--- src/rtl/dmem_arbiter_pkg.sv ---
// Shared definitions for the data-memory arbiter: requester IDs and the
// default data-memory geometry.
package dmem_arbiter_pkg;

    localparam int DMEM_ADDR_W = 4;
    localparam int DMEM_DATA_W = 8;

    // Identifies which requester owns an access (used for read return routing)
    typedef enum logic [1:0] {
        REQ_NONE = 2'd0,
        REQ_CORE = 2'd1,
        REQ_DBG  = 2'd2
    } req_id_e;

endpackage

--- src/rtl/dmem_arb_starve_ctr.sv ---
// Starvation tracker for the debug port: counts consecutive core grants that
// beat a waiting debug request, saturating at STARVE_LIM, and raises
// force_dbg once the limit is reached so the next contended grant goes to dbg.
module dmem_arb_starve_ctr #(
    parameter int STARVE_LIM = 3
) (
    input  logic clk,
    input  logic rs,
    input  logic dbg_req,
    input  logic core_gnt,
    input  logic dbg_gnt,
    output logic force_dbg
);

    localparam logic [3:0] LIM = 4'(STARVE_LIM);

    logic [3:0] starve_cnt;

    // Count core wins over a waiting dbg request; any dbg service or dbg idle clears it
    always_ff @(posedge clk or negedge rs) begin
        // NOTE: state registers use non-blocking assignments so every flop samples pre-edge values.
        if (!rs) begin
            starve_cnt <= '0;
        end else if (dbg_gnt || !dbg_req) begin
            starve_cnt <= '0;
        end else if (core_gnt && (starve_cnt != LIM)) begin
            starve_cnt <= starve_cnt + 4'd1;
        end
    end

    assign force_dbg = (starve_cnt == LIM);

endmodule

--- src/rtl/dmem_arbiter.sv ---
// Single-port data-memory arbiter between the core execute stage and the
// debug/DMA port. Fixed priority to core with a starvation guarantee for dbg;
// one access per cycle, read data routed back to its owner one cycle later.
// Optional grant statistics are enabled with the DMEM_ARB_STATS_EN macro.
module dmem_arbiter
    import dmem_arbiter_pkg::*;
#(
    parameter int ADDR_W     = DMEM_ADDR_W,
    parameter int DATA_W     = DMEM_DATA_W,
    parameter int STARVE_LIM = 3
) (
    input  logic              clk,
    input  logic              rs,
    input  logic              core_req,
    input  logic              core_we,
    input  logic [ADDR_W-1:0] core_addr,
    input  logic [DATA_W-1:0] core_wdata,
    output logic              core_gnt,
    output logic              core_rvalid,
    output logic [DATA_W-1:0] core_rdata,
    input  logic              dbg_req,
    input  logic              dbg_we,
    input  logic [ADDR_W-1:0] dbg_addr,
    input  logic [DATA_W-1:0] dbg_wdata,
    output logic              dbg_gnt,
    output logic              dbg_rvalid,
    output logic [DATA_W-1:0] dbg_rdata,
    output logic              mem_e,
    output logic              mem_we,
    output logic [ADDR_W-1:0] mem_addr,
    output logic [DATA_W-1:0] mem_din,
`ifdef DMEM_ARB_STATS_EN
    output logic [15:0]       core_gnt_cnt,
    output logic [15:0]       dbg_gnt_cnt,
    output logic              starve_evt,
`endif
    input  logic [DATA_W-1:0] mem_dout
);

    logic    force_dbg;
    req_id_e rd_owner;
    req_id_e rd_owner_next;

    dmem_arb_starve_ctr #(
        .STARVE_LIM (STARVE_LIM)
    ) u_starve (
        .clk       (clk),
        .rs        (rs),
        .dbg_req   (dbg_req),
        .core_gnt  (core_gnt),
        .dbg_gnt   (dbg_gnt),
        .force_dbg (force_dbg)
    );

    // Same-cycle grant: core wins unless dbg is also asking and has starved; all grants held off in reset
    always_comb begin
        // NOTE: every output of this block gets a default first so no latch is inferred.
        core_gnt = 1'b0;
        dbg_gnt  = 1'b0;
        if (rs) begin
            if (core_req && !(dbg_req && force_dbg)) begin
                core_gnt = 1'b1;
            end else if (dbg_req) begin
                dbg_gnt = 1'b1;
            end
        end
    end

    // Route the granted port's access onto the memory; bus idles at zero
    always_comb begin
        mem_e    = core_gnt | dbg_gnt;
        mem_we   = 1'b0;
        mem_addr = '0;
        mem_din  = '0;
        if (core_gnt) begin
            mem_we   = core_we;
            mem_addr = core_addr;
            mem_din  = core_wdata;
        end else if (dbg_gnt) begin
            mem_we   = dbg_we;
            mem_addr = dbg_addr;
            mem_din  = dbg_wdata;
        end
    end

    // Next read owner: whichever port was granted a read this cycle
    always_comb begin
        rd_owner_next = REQ_NONE;
        if (core_gnt && !core_we) begin
            rd_owner_next = REQ_CORE;
        end else if (dbg_gnt && !dbg_we) begin
            rd_owner_next = REQ_DBG;
        end
    end

    // Read owner register; reset drops any read still in flight
    always_ff @(posedge clk or negedge rs) begin
        if (!rs) begin
            rd_owner <= REQ_NONE;
        end else begin
            rd_owner <= rd_owner_next;
        end
    end

    assign core_rvalid = (rd_owner == REQ_CORE);
    assign dbg_rvalid  = (rd_owner == REQ_DBG);
    assign core_rdata  = core_rvalid ? mem_dout : '0;
    assign dbg_rdata   = dbg_rvalid  ? mem_dout : '0;

`ifdef DMEM_ARB_STATS_EN
    // A forced dbg grant is one taken away from a requesting core
    assign starve_evt = dbg_gnt && core_req && force_dbg;

    // Free-running grant counters, wrapping at 16 bits
    always_ff @(posedge clk or negedge rs) begin
        if (!rs) begin
            core_gnt_cnt <= '0;
            dbg_gnt_cnt  <= '0;
        end else begin
            if (core_gnt) core_gnt_cnt <= core_gnt_cnt + 16'd1;
            if (dbg_gnt)  dbg_gnt_cnt  <= dbg_gnt_cnt + 16'd1;
        end
    end
`endif

endmodule

--- config.mk ---
export PLATFORM = sky130hd
export DESIGN_NAME = dmem_arbiter
export DESIGN_NICKNAME = d
export VERILOG_FILES = /design/src/rtl/dmem_arbiter_pkg.sv /design/src/rtl/dmem_arb_starve_ctr.sv /design/src/rtl/dmem_arbiter.sv
export SDC_FILE = /design/constraint.sdc
export NUM_CORES = 1
export LEC_CHECK = 0
export CAP_MARGIN = 20
export CELL_PAD_IN_SITES_DETAIL_PLACEMENT = 1
export CELL_PAD_IN_SITES_GLOBAL_PLACEMENT = 1
export CORE_MARGIN = 5
export CORE_UTILIZATION = 17
export DETAILED_ROUTE_END_ITERATION = 6
export PLACE_DENSITY = 0.85
export SYNTH_ARGS = -nofsm -noshare
export SYNTH_HDL_FRONTEND = slang
export SYNTH_SLANG_ARGS = --single-unit
--- constraint.sdc ---
create_clock -name clk -period 1.8 [get_ports clk]
set_input_delay 0.27 -clock clk [delete_from_list [all_inputs] [get_ports clk]]
set_output_delay 0.27 -clock clk [all_outputs]
set_load 0.05 [all_outputs]
=== Word level (Yosys, flattened, before mapping) ===
Cells that the tools add are included.

* Flip-flop bits (word level): 6
* Bits of input ports: 38
* Output and inout bits: 34

* Add/subtract/negate cells: 1
* Eq/ne operators: 4
* Muxes and demuxes: 17
* Bitwise logic cells: 1
* Reductions and logical operators: 11

{| class="wikitable"
|+ Operators with widths
! cell !! count
|-
| two-way mux 8 bit || 4
|-
| two-way mux 4 bit || 4
|-
| two-way mux 1 bit || 7
|-
| logical AND 1 bit || 5
|-
| adder 4 x 1 -> 4 bit (second input constant) || 1
|-
| equality test 4 x 2 -> 1 bit (second input constant) || 1
|-
| zero test 1 bit || 4
|-
| two-way mux 2 bit || 2
|-
| != test 4 x 2 -> 1 bit (second input constant) || 1
|-
| equality test 2 x 1 -> 1 bit (second input constant) || 1
|-
| equality test 2 bit (second input constant) || 1
|-
| nonzero test 2 bit || 1
|-
| logical OR 1 bit || 1
|-
| OR 1 bit || 1
|}

=== Logic depth before layout (Yosys ltp) ===
Gate-level depths: netlist of the first run.

* Depth after elaboration: 9
* Mapped depth: 5

=== Hierarchy ===
From an unflattened synthesis of the first run, not the netlist that was laid out.

* Cell total of the unflattened synthesis: 98
* Area total of the unflattened synthesis: 645.6 um^2

{| class="wikitable"
|+ By module, submodules not included
! module !! times used !! cells each !! area each (um^2) !! seq. area each (um^2)
|-
| dmem_arbiter || 1 || 77 || 436.7 || 50.0
|-
| dmem_arb_starve_ctr || 1 || 21 || 209.0 || 100.1
|}

=== Worst setup path after synthesis of the first run ===
No wires, ideal clock.

* Path type: register to output
* Start point: register u_starve.starve_cnt[0]
* End point: output mem_addr[0]
* Arrival time: 1.681 ns
* Data required time: 1.530 ns
* Setup slack: -0.151 ns
* Stages on the path, launching flop included: 6
* Buffers on the path: 1
* Cells stage by stage: dfrtp_1 > ha_1 > nor3b_4 > a21oi_2 > buf_6 > a22o_1

* Elaborated cells on any way between the ends: 10
* Those cells by class: 1 x eq/ne; 6 x mux; 3 x reduce/logical

{| class="wikitable"
|+ RTL lines
! element !! line !! RTL
|-
| start: declaration || dmem_arb_starve_ctr.sv:17 || <nowiki>logic [3:0] starve_cnt;</nowiki>
|-
| start signal: assignment || dmem_arb_starve_ctr.sv:27 || <nowiki>starve_cnt <= starve_cnt + 4'd1;</nowiki>
|-
| equality test 4 x 2 -> 1 bit || dmem_arb_starve_ctr.sv:31 || <nowiki>assign force_dbg = (starve_cnt == LIM);</nowiki>
|-
| logical AND 1 bit || dmem_arbiter.sv:61 || <nowiki>if (core_req && !(dbg_req && force_dbg)) begin</nowiki>
|-
| zero test 1 bit || dmem_arbiter.sv:61 ||
|-
| logical AND 1 bit || dmem_arbiter.sv:61 ||
|-
| two-way mux 1 bit || dmem_arbiter.sv:61 ||
|-
| two-way mux 1 bit || dmem_arbiter.sv:60 || <nowiki>if (rs) begin</nowiki>
|-
| named net core_gnt || dmem_arbiter.sv:18 || <nowiki>output logic core_gnt,</nowiki>
|-
| two-way mux 4 bit || dmem_arbiter.sv:75 || <nowiki>if (core_gnt) begin</nowiki>
|-
| end: declaration || dmem_arbiter.sv:30 || <nowiki>output logic [ADDR_W-1:0] mem_addr,</nowiki>
|}

The timed path passes the listed nets, and every way through them passes these cells.

=== Worst setup path in the final report of the first run ===
* Start point: register u_starve.starve_cnt[1]
* End point: output mem_din[5]

* Cells in the longest elaborated chain, start to end: 8
* Elaborated cells on any way between the ends: 10
* Those cells by class: 1 x eq/ne; 6 x mux; 3 x reduce/logical

{| class="wikitable"
|+ Ends and longest elaborated chain
! element !! line !! RTL
|-
| equality test 4 x 2 -> 1 bit (*) || dmem_arb_starve_ctr.sv:31 ||
|-
| logical AND 1 bit (*) || dmem_arbiter.sv:61 ||
|-
| zero test 1 bit (*) || dmem_arbiter.sv:61 ||
|-
| logical AND 1 bit (*) || dmem_arbiter.sv:61 ||
|-
| two-way mux 1 bit || dmem_arbiter.sv:61 ||
|-
| two-way mux 1 bit || dmem_arbiter.sv:60 ||
|-
| two-way mux 8 bit || dmem_arbiter.sv:79 || <nowiki>end else if (dbg_gnt) begin</nowiki>
|-
| two-way mux 8 bit (*) || dmem_arbiter.sv:75 ||
|-
| end: declaration || dmem_arbiter.sv:31 || <nowiki>output logic [DATA_W-1:0] mem_din,</nowiki>
|}

Every way passes the cells marked *; elsewhere a longest branch is shown, timed or not.

==> results.md, run 1 <==
- Residual DRC: 0
- Initial core utilization: 0.179
- CP max stage cell: dfrtp_1
- Total Wirelength: 3540 um
- Dpl cells: 191
- CTS clock-pin slew for the worst setup and hold paths: 50 ps
- Detail Route Antenna Nets: 0
- Worst Skew: 2.66 ps
- Rel. slew slack: 0.755
- Input/output buffers: 71
- Max Freq: 499 MHz
- Dpl hpwl: 3020 um
- Required @ worst endpoint: 1530 ps
- RSZ-0062 raised after global routing: true
- Critical Path Fanout Max: 9
- DIE WIDTH: 70.0 um
- Post-synthesis sequential area ratio: 0.245
- Commonest cells post-synth: and2_1, a22o_1, dfrtp_1
- Ports: 72
- Pwr dens: 374 nW/um2
- Vias in the first global route: 996
- Die ar.: 4900 um2
- H-tree lvl count: 1
- Average size of a mapped cell: 8.87 um2
- Hold Path Class: in -> async
- Crit path launch type: flop
- Yosys top cell by area: dfrtp_1
- Fraction of registers with async set/reset: 1.00
- Critical path buffers and inverters: 2
- First-pass GRT wire length: 5540 um
- CP top delay family: compound AO/OA/AOI/OAI gates
- Largest net degree at the start of global routing: 15
- Row cnt: 21
- Clock tree buffer depth: 2
- TNS Setup: -2590 ps
- Arr. time, crit path: 1730 ps
- Setup ws final: -205 ps
- Final Critical Period: 2000 ps
- Number of stages on the worst setup path: 6
- Worst Setup End Kind: output pin
- Final Non-Filler Cells: 197
- Number of synthesized flops with an enable pin: 0
- Root buffer cell: clkbuf_4
- Nets: 192
- Syn Nets: 108
- Share of layout cells above drive strength 1: 0.450
- Slowest Stage Delay on Critical Path: 350 ps
- Die Ht: 70.0 um
- Mapped Cells: 69
- Area share of the largest cell type after synthesis: 0.245
- Seq cells post-synth: 6
- DRT Pass-1 Iters: 4
- Area growth from synthesis to layout: 208%
- Hold buffers post-CTS: 0
- Outcome: finished with violations
- P_leak: 0.000808 uW
- Routed wire length per instance: 18.0 um
- MaxCap Viol Count: 0
- CTS tree: yes
- Vias: 879
- Mapped Area: 612 um2
- Worst Tran Pin Value: 366 ps
- Post-DR vias/cell: 4.46
- Period utilization: 1.11
- Hold slack: 479 ps
- Synth top area cells: dfrtp_1, a22o_1, and2_1, nor2b_1, buf_6
- Endpoints failing hold: 0
- CTS Buf Count: 3
- Final Max Tran Viols: 0
- Grt ovf: 0
- Top FF cell, synth: dfrtp_1
- Clock sink count: 6
- All-Layer GR Usage: 0.143
- Worst R2R Path Depth: 5
- DP Area: 1770 um2
- Crit-path cells: ha_2, nor3b_4, a21oi_2, buf_6, a22o_2, buf_12
- Later-pin clock latency in the skew report: 250 ps
- Initial antenna violation count: 0
- # diodes: 0
- GPL Wtd Cong: 0.770
- Final setup viols: 15
- Count of cell types in the netlist: 27
- Failing checks: setup timing
- Yosys warns: 0
- Core Region: 3420 um2
- Finished Cell Area: 1880 um2
- Count leader, synth: and2_1
- CP Class: reg -> out
- Peak supply drop: 0.000183 V
- DR iter-0 viols: 13
-- state kept, by name, indices dropped and copies added (netlist names) --
name / flops
rd_owner: 2
u_starve.starve_cnt: 4
-- what timing repair did --
action	in CTS	in global routing
gates cloned	0	0
gates resized for setup	11	2
setup endpoints to repair	23	15
pin swaps	6	0
setup buffers	1	3
-- worst min-delay path, cell delays in order --
cell and delay, ps:
clkdlybuf4s50_1 490, buf_4 130, buf_4 190
-- per-stage QoR --
| stage | setup WS [ps] | utilization | total power [uW] |
|---|---|---|---|
| final | -205 | 0.552 | 705 |
| after floorplan | -15.4 | - | 309 |
| after CTS | -209 | 0.545 | 709 |
| after global routing | -249 | 0.552 | 728 |
| after global placement | -19.4 | 0.518 | 549 |
| after detailed placement | -77.9 | 0.518 | 561 |
-- area by class of cell --
| class | instances | area (um2) |
|---|---|---|
| fillers | 360 | 1530 |
| repair buffers | 85 | 1170 |
| multi-input cells | 56 | 479 |
| flip-flops and latches | 6 | 150 |
| well taps | 46 | 57.6 |
| clock buffers | 3 | 22.5 |
| inverters | 1 | 3.75 |
-- where the power goes --
group          switching, uW  total, uW  internal (uW)
registers               1.79        140            138
logic                    200        436            236
clock network           53.6        129           75.8
total                    255        705            450
-- cells by family after synthesis --
family,count (synthesis),share of synthesized area
and+or+nand+nor,34,0.358
adders and majority gates,1,0.0204
AOI/OAI and AO/OA,21,0.301
DFF,6,0.245
buffers and inverters,7,0.0757
-- per-layer routing --
metal	track usage	wire, um	share of wire	up-vias
met5	0	0	0	-
met4	0.0319	0	0	0
met3	0.0502	319	0.090	0
met2	0.282	1940	0.55	48
met1	0.140	1280	0.36	418
li1	-	-	-	413
-- worst paths after layout --
kind,from,to,slack (ps)
max in group asynchronous,rs,rd_owner[1]$_DFF_PN0_,1170
max reg2reg,u_starve.starve_cnt[1]$_DFFE_PN0P_,rd_owner[1]$_DFF_PN0_,320
max,u_starve.starve_cnt[1]$_DFFE_PN0P_,mem_din[5],-200
min reg2reg,u_starve.starve_cnt[1]$_DFFE_PN0P_,u_starve.starve_cnt[1]$_DFFE_PN0P_,700
min,rs,u_starve.starve_cnt[2]$_DFFE_PN0P_,480
min in group clk,core_we,rd_owner[0]$_DFF_PN0_,650
-- cell usage in the layout, fill, tap and decap left out, drive strengths merged --
cell type	synthesis	layout
a21boi	1	1
a21oi	1	1
a22o	13	13
and2	16	16
and2b	1	1
and3	1	1
buf	4	48
clkbuf	2	3
clkdlybuf4s50	0	37
dfrtp	6	6
ha	1	1
inv	1	1
nand2	2	2
nand2b	2	2
nand3	2	2
nand3b	3	3
nor2	1	1
nor2b	4	4
nor3	1	1
nor3b	1	1
o211a	1	1
o21a	2	2
o21ai	1	1
o22ai	1	1
o31a	1	1
(Power assumes the default switching activity.)
==> run 2, diff against run 1 <==
--- a/config.mk
+++ b/config.mk
@@ -5,13 +5,14 @@
 export SDC_FILE = /design/constraint.sdc
 export NUM_CORES = 1
 export LEC_CHECK = 0
+export ABC_AREA = 1
 export CAP_MARGIN = 20
 export CELL_PAD_IN_SITES_DETAIL_PLACEMENT = 1
 export CELL_PAD_IN_SITES_GLOBAL_PLACEMENT = 1
 export CORE_MARGIN = 5
-export CORE_UTILIZATION = 17
+export CORE_UTILIZATION = 14
 export DETAILED_ROUTE_END_ITERATION = 6
-export PLACE_DENSITY = 0.85
+export PLACE_DENSITY = 0.77
 export SYNTH_ARGS = -nofsm -noshare
 export SYNTH_HDL_FRONTEND = slang
 export SYNTH_SLANG_ARGS = --single-unit
==> constraint.sdc (replaced) <==
create_clock -name clk -period 1.7 [get_ports clk]
set_input_delay 0.255 -clock clk [delete_from_list [all_inputs] [get_ports clk]]
set_output_delay 0.255 -clock clk [all_outputs]
set_load 0.05 [all_outputs]
==> run 2 against run 1 <==
Net effect: the run still ends with setup timing left; critical path depth grew 2; clock power grew 68%; sequential power grew 8%; non-clock buffer count rose by 5; synthesized cell count increased by 57%; setup slack better by 95 ps; sequential share of layout area is 0.79 points lower; global-route usage is 3.3 points lower; final cell count increased by 28%; utilization decreased by 7.8 points; first-iteration DRC count increased by 46%; die area grew 25%; largest power group unchanged; highest routed layer is now met4.
==> results.md, run 2 <==
- Largest Register: u_starve.starve_cnt (unchanged)
- Yosys top cell by area: dfrtp_1 (unchanged)
- Dpl hpwl: 2950 um (was 3020 um)
- Setup ws final: -110 ps (was -205 ps)
- H-tree lvl count: 1 (unchanged)
- Final Non-Filler Cells: 252 (was 197)
- Syn Nets: 147 (was 108)
- First-pass GRT wire length: 5320 um (was 5540 um)
- Clock tree buffer depth: 2 (unchanged)
- MaxCap Viol Count: 0 (unchanged)
- Later-pin clock latency in the skew report: 230 ps (was 250 ps)
- Critical Path Fanout Max: 12 (was 9)
- Average size of a mapped cell: 6.01 um2 (was 8.87 um2)
- Mapped Area: 649 um2 (was 612 um2)
- All-Layer GR Usage: 0.109 (was 0.143)
- Detail Route Antenna Nets: 0 (unchanged)
- Vias in the first global route: 1,093 (was 996)
- Worst Tran Pin Value: 289 ps (was 366 ps)
- Initial core utilization: 0.147 (was 0.179)
- Synth top area cells: dfrtp_1, nand2_1, nor2_1, inv_1, nand2_2 (was dfrtp_1, a22o_1, and2_1, nor2b_1, buf_6)
- Max Freq: 553 MHz
- Root buffer cell: clkbuf_8 (was clkbuf_4)
- Rel. slew slack: 0.807 (was 0.755)
- Seq cells post-synth: 6 (unchanged)
- Most common cell after layout, fill and taps aside: clkdlybuf4s50_1 (unchanged)
- Die Ht: 78.1 um (was 70.0 um)
- Ports: 72 (unchanged)
- Fraction of registers with async set/reset: 1.00 (unchanged)
- Die ar.: 6100 um2 (was 4900 um2)
- Pwr dens: 407 nW/um2 (was 374 nW/um2)
- Initial antenna violation count: 0 (unchanged)
- Yosys warns: 0 (unchanged)
- Area share of the largest cell type after synthesis: 0.231 (was 0.245)
- Share of layout cells above drive strength 1: 0.485 (was 0.450)
- Largest net degree at the start of global routing: 13 (was 15)
- Arr. time, crit path: 1550 ps (was 1730 ps)
- Area growth from synthesis to layout: 222% (was 208%)
- Commonest cells post-synth: nand2_1, nor2_1, inv_1 (was and2_1, a22o_1, dfrtp_1)
- Grt ovf: 0 (unchanged)
- Fin util: 0.474 (was 0.552)
- CTS clock-pin slew for the worst setup and hold paths: 40 ps (was 50 ps)
- Hold Path Class: in -> async (unchanged)
- CTS tree: yes (unchanged)
- Post-synthesis sequential area ratio: 0.231 (was 0.245)
- Top FF cell, synth: dfrtp_1 (unchanged)
- Post-DR vias/cell: 4.10 (was 4.46)
- Row cnt: 24 (was 21)
- Pwr Total: 850 uW (was 705 uW)
- Peak supply drop: 0.000345 V (was 0.000183 V)
- Mapped Cells: 108 (was 69)
- Number of synthesized flops with an enable pin: 0 (unchanged)
- GPL Wtd Cong: 0.763 (was 0.770)
- Final Critical Period: 1810 ps
- Count leader, synth: nand2_1 (was and2_1)
- Residual DRC: 0 (unchanged)
- CP Class: reg -> out (unchanged)
- Final setup viols: 16 (was 15)
- DR iter-0 viols: 19 (was 13)
- Top flop regs: u_starve.starve_cnt x4, rd_owner x2 (unchanged)
- Routed wire length per instance: 14.0 um (was 18.0 um)
- Finished Cell Area: 2090 um2 (was 1880 um2)
- Outcome: finished with violations (unchanged)
- Required @ worst endpoint: 1440 ps (was 1530 ps)
- Final Max Tran Viols: 0 (unchanged)
- Count of cell types in the netlist: 18 (was 27)
- Clock sink count: 6 (unchanged)
- P_leak: 0.000967 uW (was 0.000808 uW)
- Hold buffers post-CTS: 0 (unchanged)
- Largest register FFs: 4 (unchanged)
- Input/output buffers: 71 (unchanged)
- Vias: 1,033 (was 879)
- Core Region: 4410 um2 (was 3420 um2)
- RSZ-0062 raised after global routing: true (unchanged)
- Dpl cells: 241 (was 191)
- Nets: 241 (was 192)
- Failing checks: setup timing (unchanged)
- Commonest cells after routing, fill and taps aside: clkdlybuf4s50_1, buf_12, nand2_1, nand2_2, buf_4 (was clkdlybuf4s50_1, buf_12, and2_1, buf_4)
- Total Wirelength: 3530 um (was 3540 um)
- Worst Skew: 2.34 ps (was 2.66 ps)
- DRT Pass-1 Iters: 2 (was 4)
- Period utilization: 1.06
- Hold slack: 400 ps (was 479 ps)
- Crit path launch type: flop (unchanged)
- Worst Setup End Kind: output pin (unchanged)
- DP Area: 1930 um2 (was 1770 um2)
- Endpoints failing hold: 0 (unchanged)
- # diodes: 0 (unchanged)
- DIE WIDTH: 78.1 um (was 70.0 um)
- CTS Buf Count: 3 (unchanged)
-- run 2: changes by cell type after synthesis, moves of 3 or more --
cell and delta:
inv_1 +14, nor2b_1 -4, a22o_1 -12, nor2_1 +18, nand2_1 +36, nand2_2 +9
and2_1 -16, nand4_1 +4, nand3b_1 -3
-- run 2: worst max-delay path, stage by stage (launching register included) --
cell and delay [ps]:
dfrtp_1 400, ha_4 190, nand3_4 90, nand2_4 70
nor2_4 130, buf_12 140, nand2_1 60, nand2_2 90
buf_12 140
-- run 2: path summary, 6_finish.rpt --
path,depth (start not counted),slack (ps),to,from
max,8,-110,mem_din[5],u_starve.starve_cnt[0]$_DFFE_PN0P_
min,2,400,rd_owner[0]$_DFF_PN0_,rs
max reg2reg,8,330,rd_owner[0]$_DFF_PN0_,u_starve.starve_cnt[0]$_DFFE_PN0P_
min reg2reg,3,670,u_starve.starve_cnt[1]$_DFFE_PN0P_,u_starve.starve_cnt[1]$_DFFE_PN0P_
max in group asynchronous,2,1190,u_starve.starve_cnt[3]$_DFFE_PN0P_,rs
min in group clk,4,560,u_starve.starve_cnt[0]$_DFFE_PN0P_,dbg_req
-- run 2: cell type report --
type / instances / area [um2]
fillers: 502 / 2320
repair buffers: 90 / 1210
multi-input cells: 84 / 539
flip-flops and latches: 6 / 150
inverters: 16 / 71.3
well taps: 52 / 65.1
clock buffers: 3 / 41.3
repair inverters: 1 / 11.3
-- run 2: stage by stage --
step	setup slack, ps	TNS [ps]
after floorplan	-49.1	-291
after global placement	-166	-1870
after detailed placement	-205	-2570
after CTS	-123	-1560
after global routing	-186	-2530
final	-110	-1300
-- run 2: timing repair --
item	CTS	global route
resized for setup	9	5
pin swaps	1	3
setup buffers	5	2
hold endpoints to repair	0	0
setup endpoints to repair	16	16
gates cloned	1	0
-- run 2: metal layers --
layer | part of all wire | track usage | up-vias
met5 | 0 | 0 | -
met4 | 0.012 | 0.0304 | 0
met3 | 0.071 | 0.0240 | 4
met2 | 0.55 | 0.209 | 47
met1 | 0.37 | 0.119 | 473
li1 | - | - | 509
-- run 2: kinds of logic after synthesis --
| family | count (synthesis) | share of synthesized area |
|---|---|---|
| XOR/XNOR | 2 | 0.0270 |
| flip-flops | 6 | 0.231 |
| buffers and inverters | 18 | 0.143 |
| AND/OR/NAND/NOR | 80 | 0.572 |
| AO/OA/AOI/OAI | 1 | 0.00770 |
| adder cells (fa/ha/maj) | 1 | 0.0193 |
-- run 2: report_power, final --
| group | internal (uW) | switching [uW] |
|---|---|---|
| Combinational | 246 | 236 |
| Sequential | 148 | 3.78 |
| Clock | 152 | 64.4 |
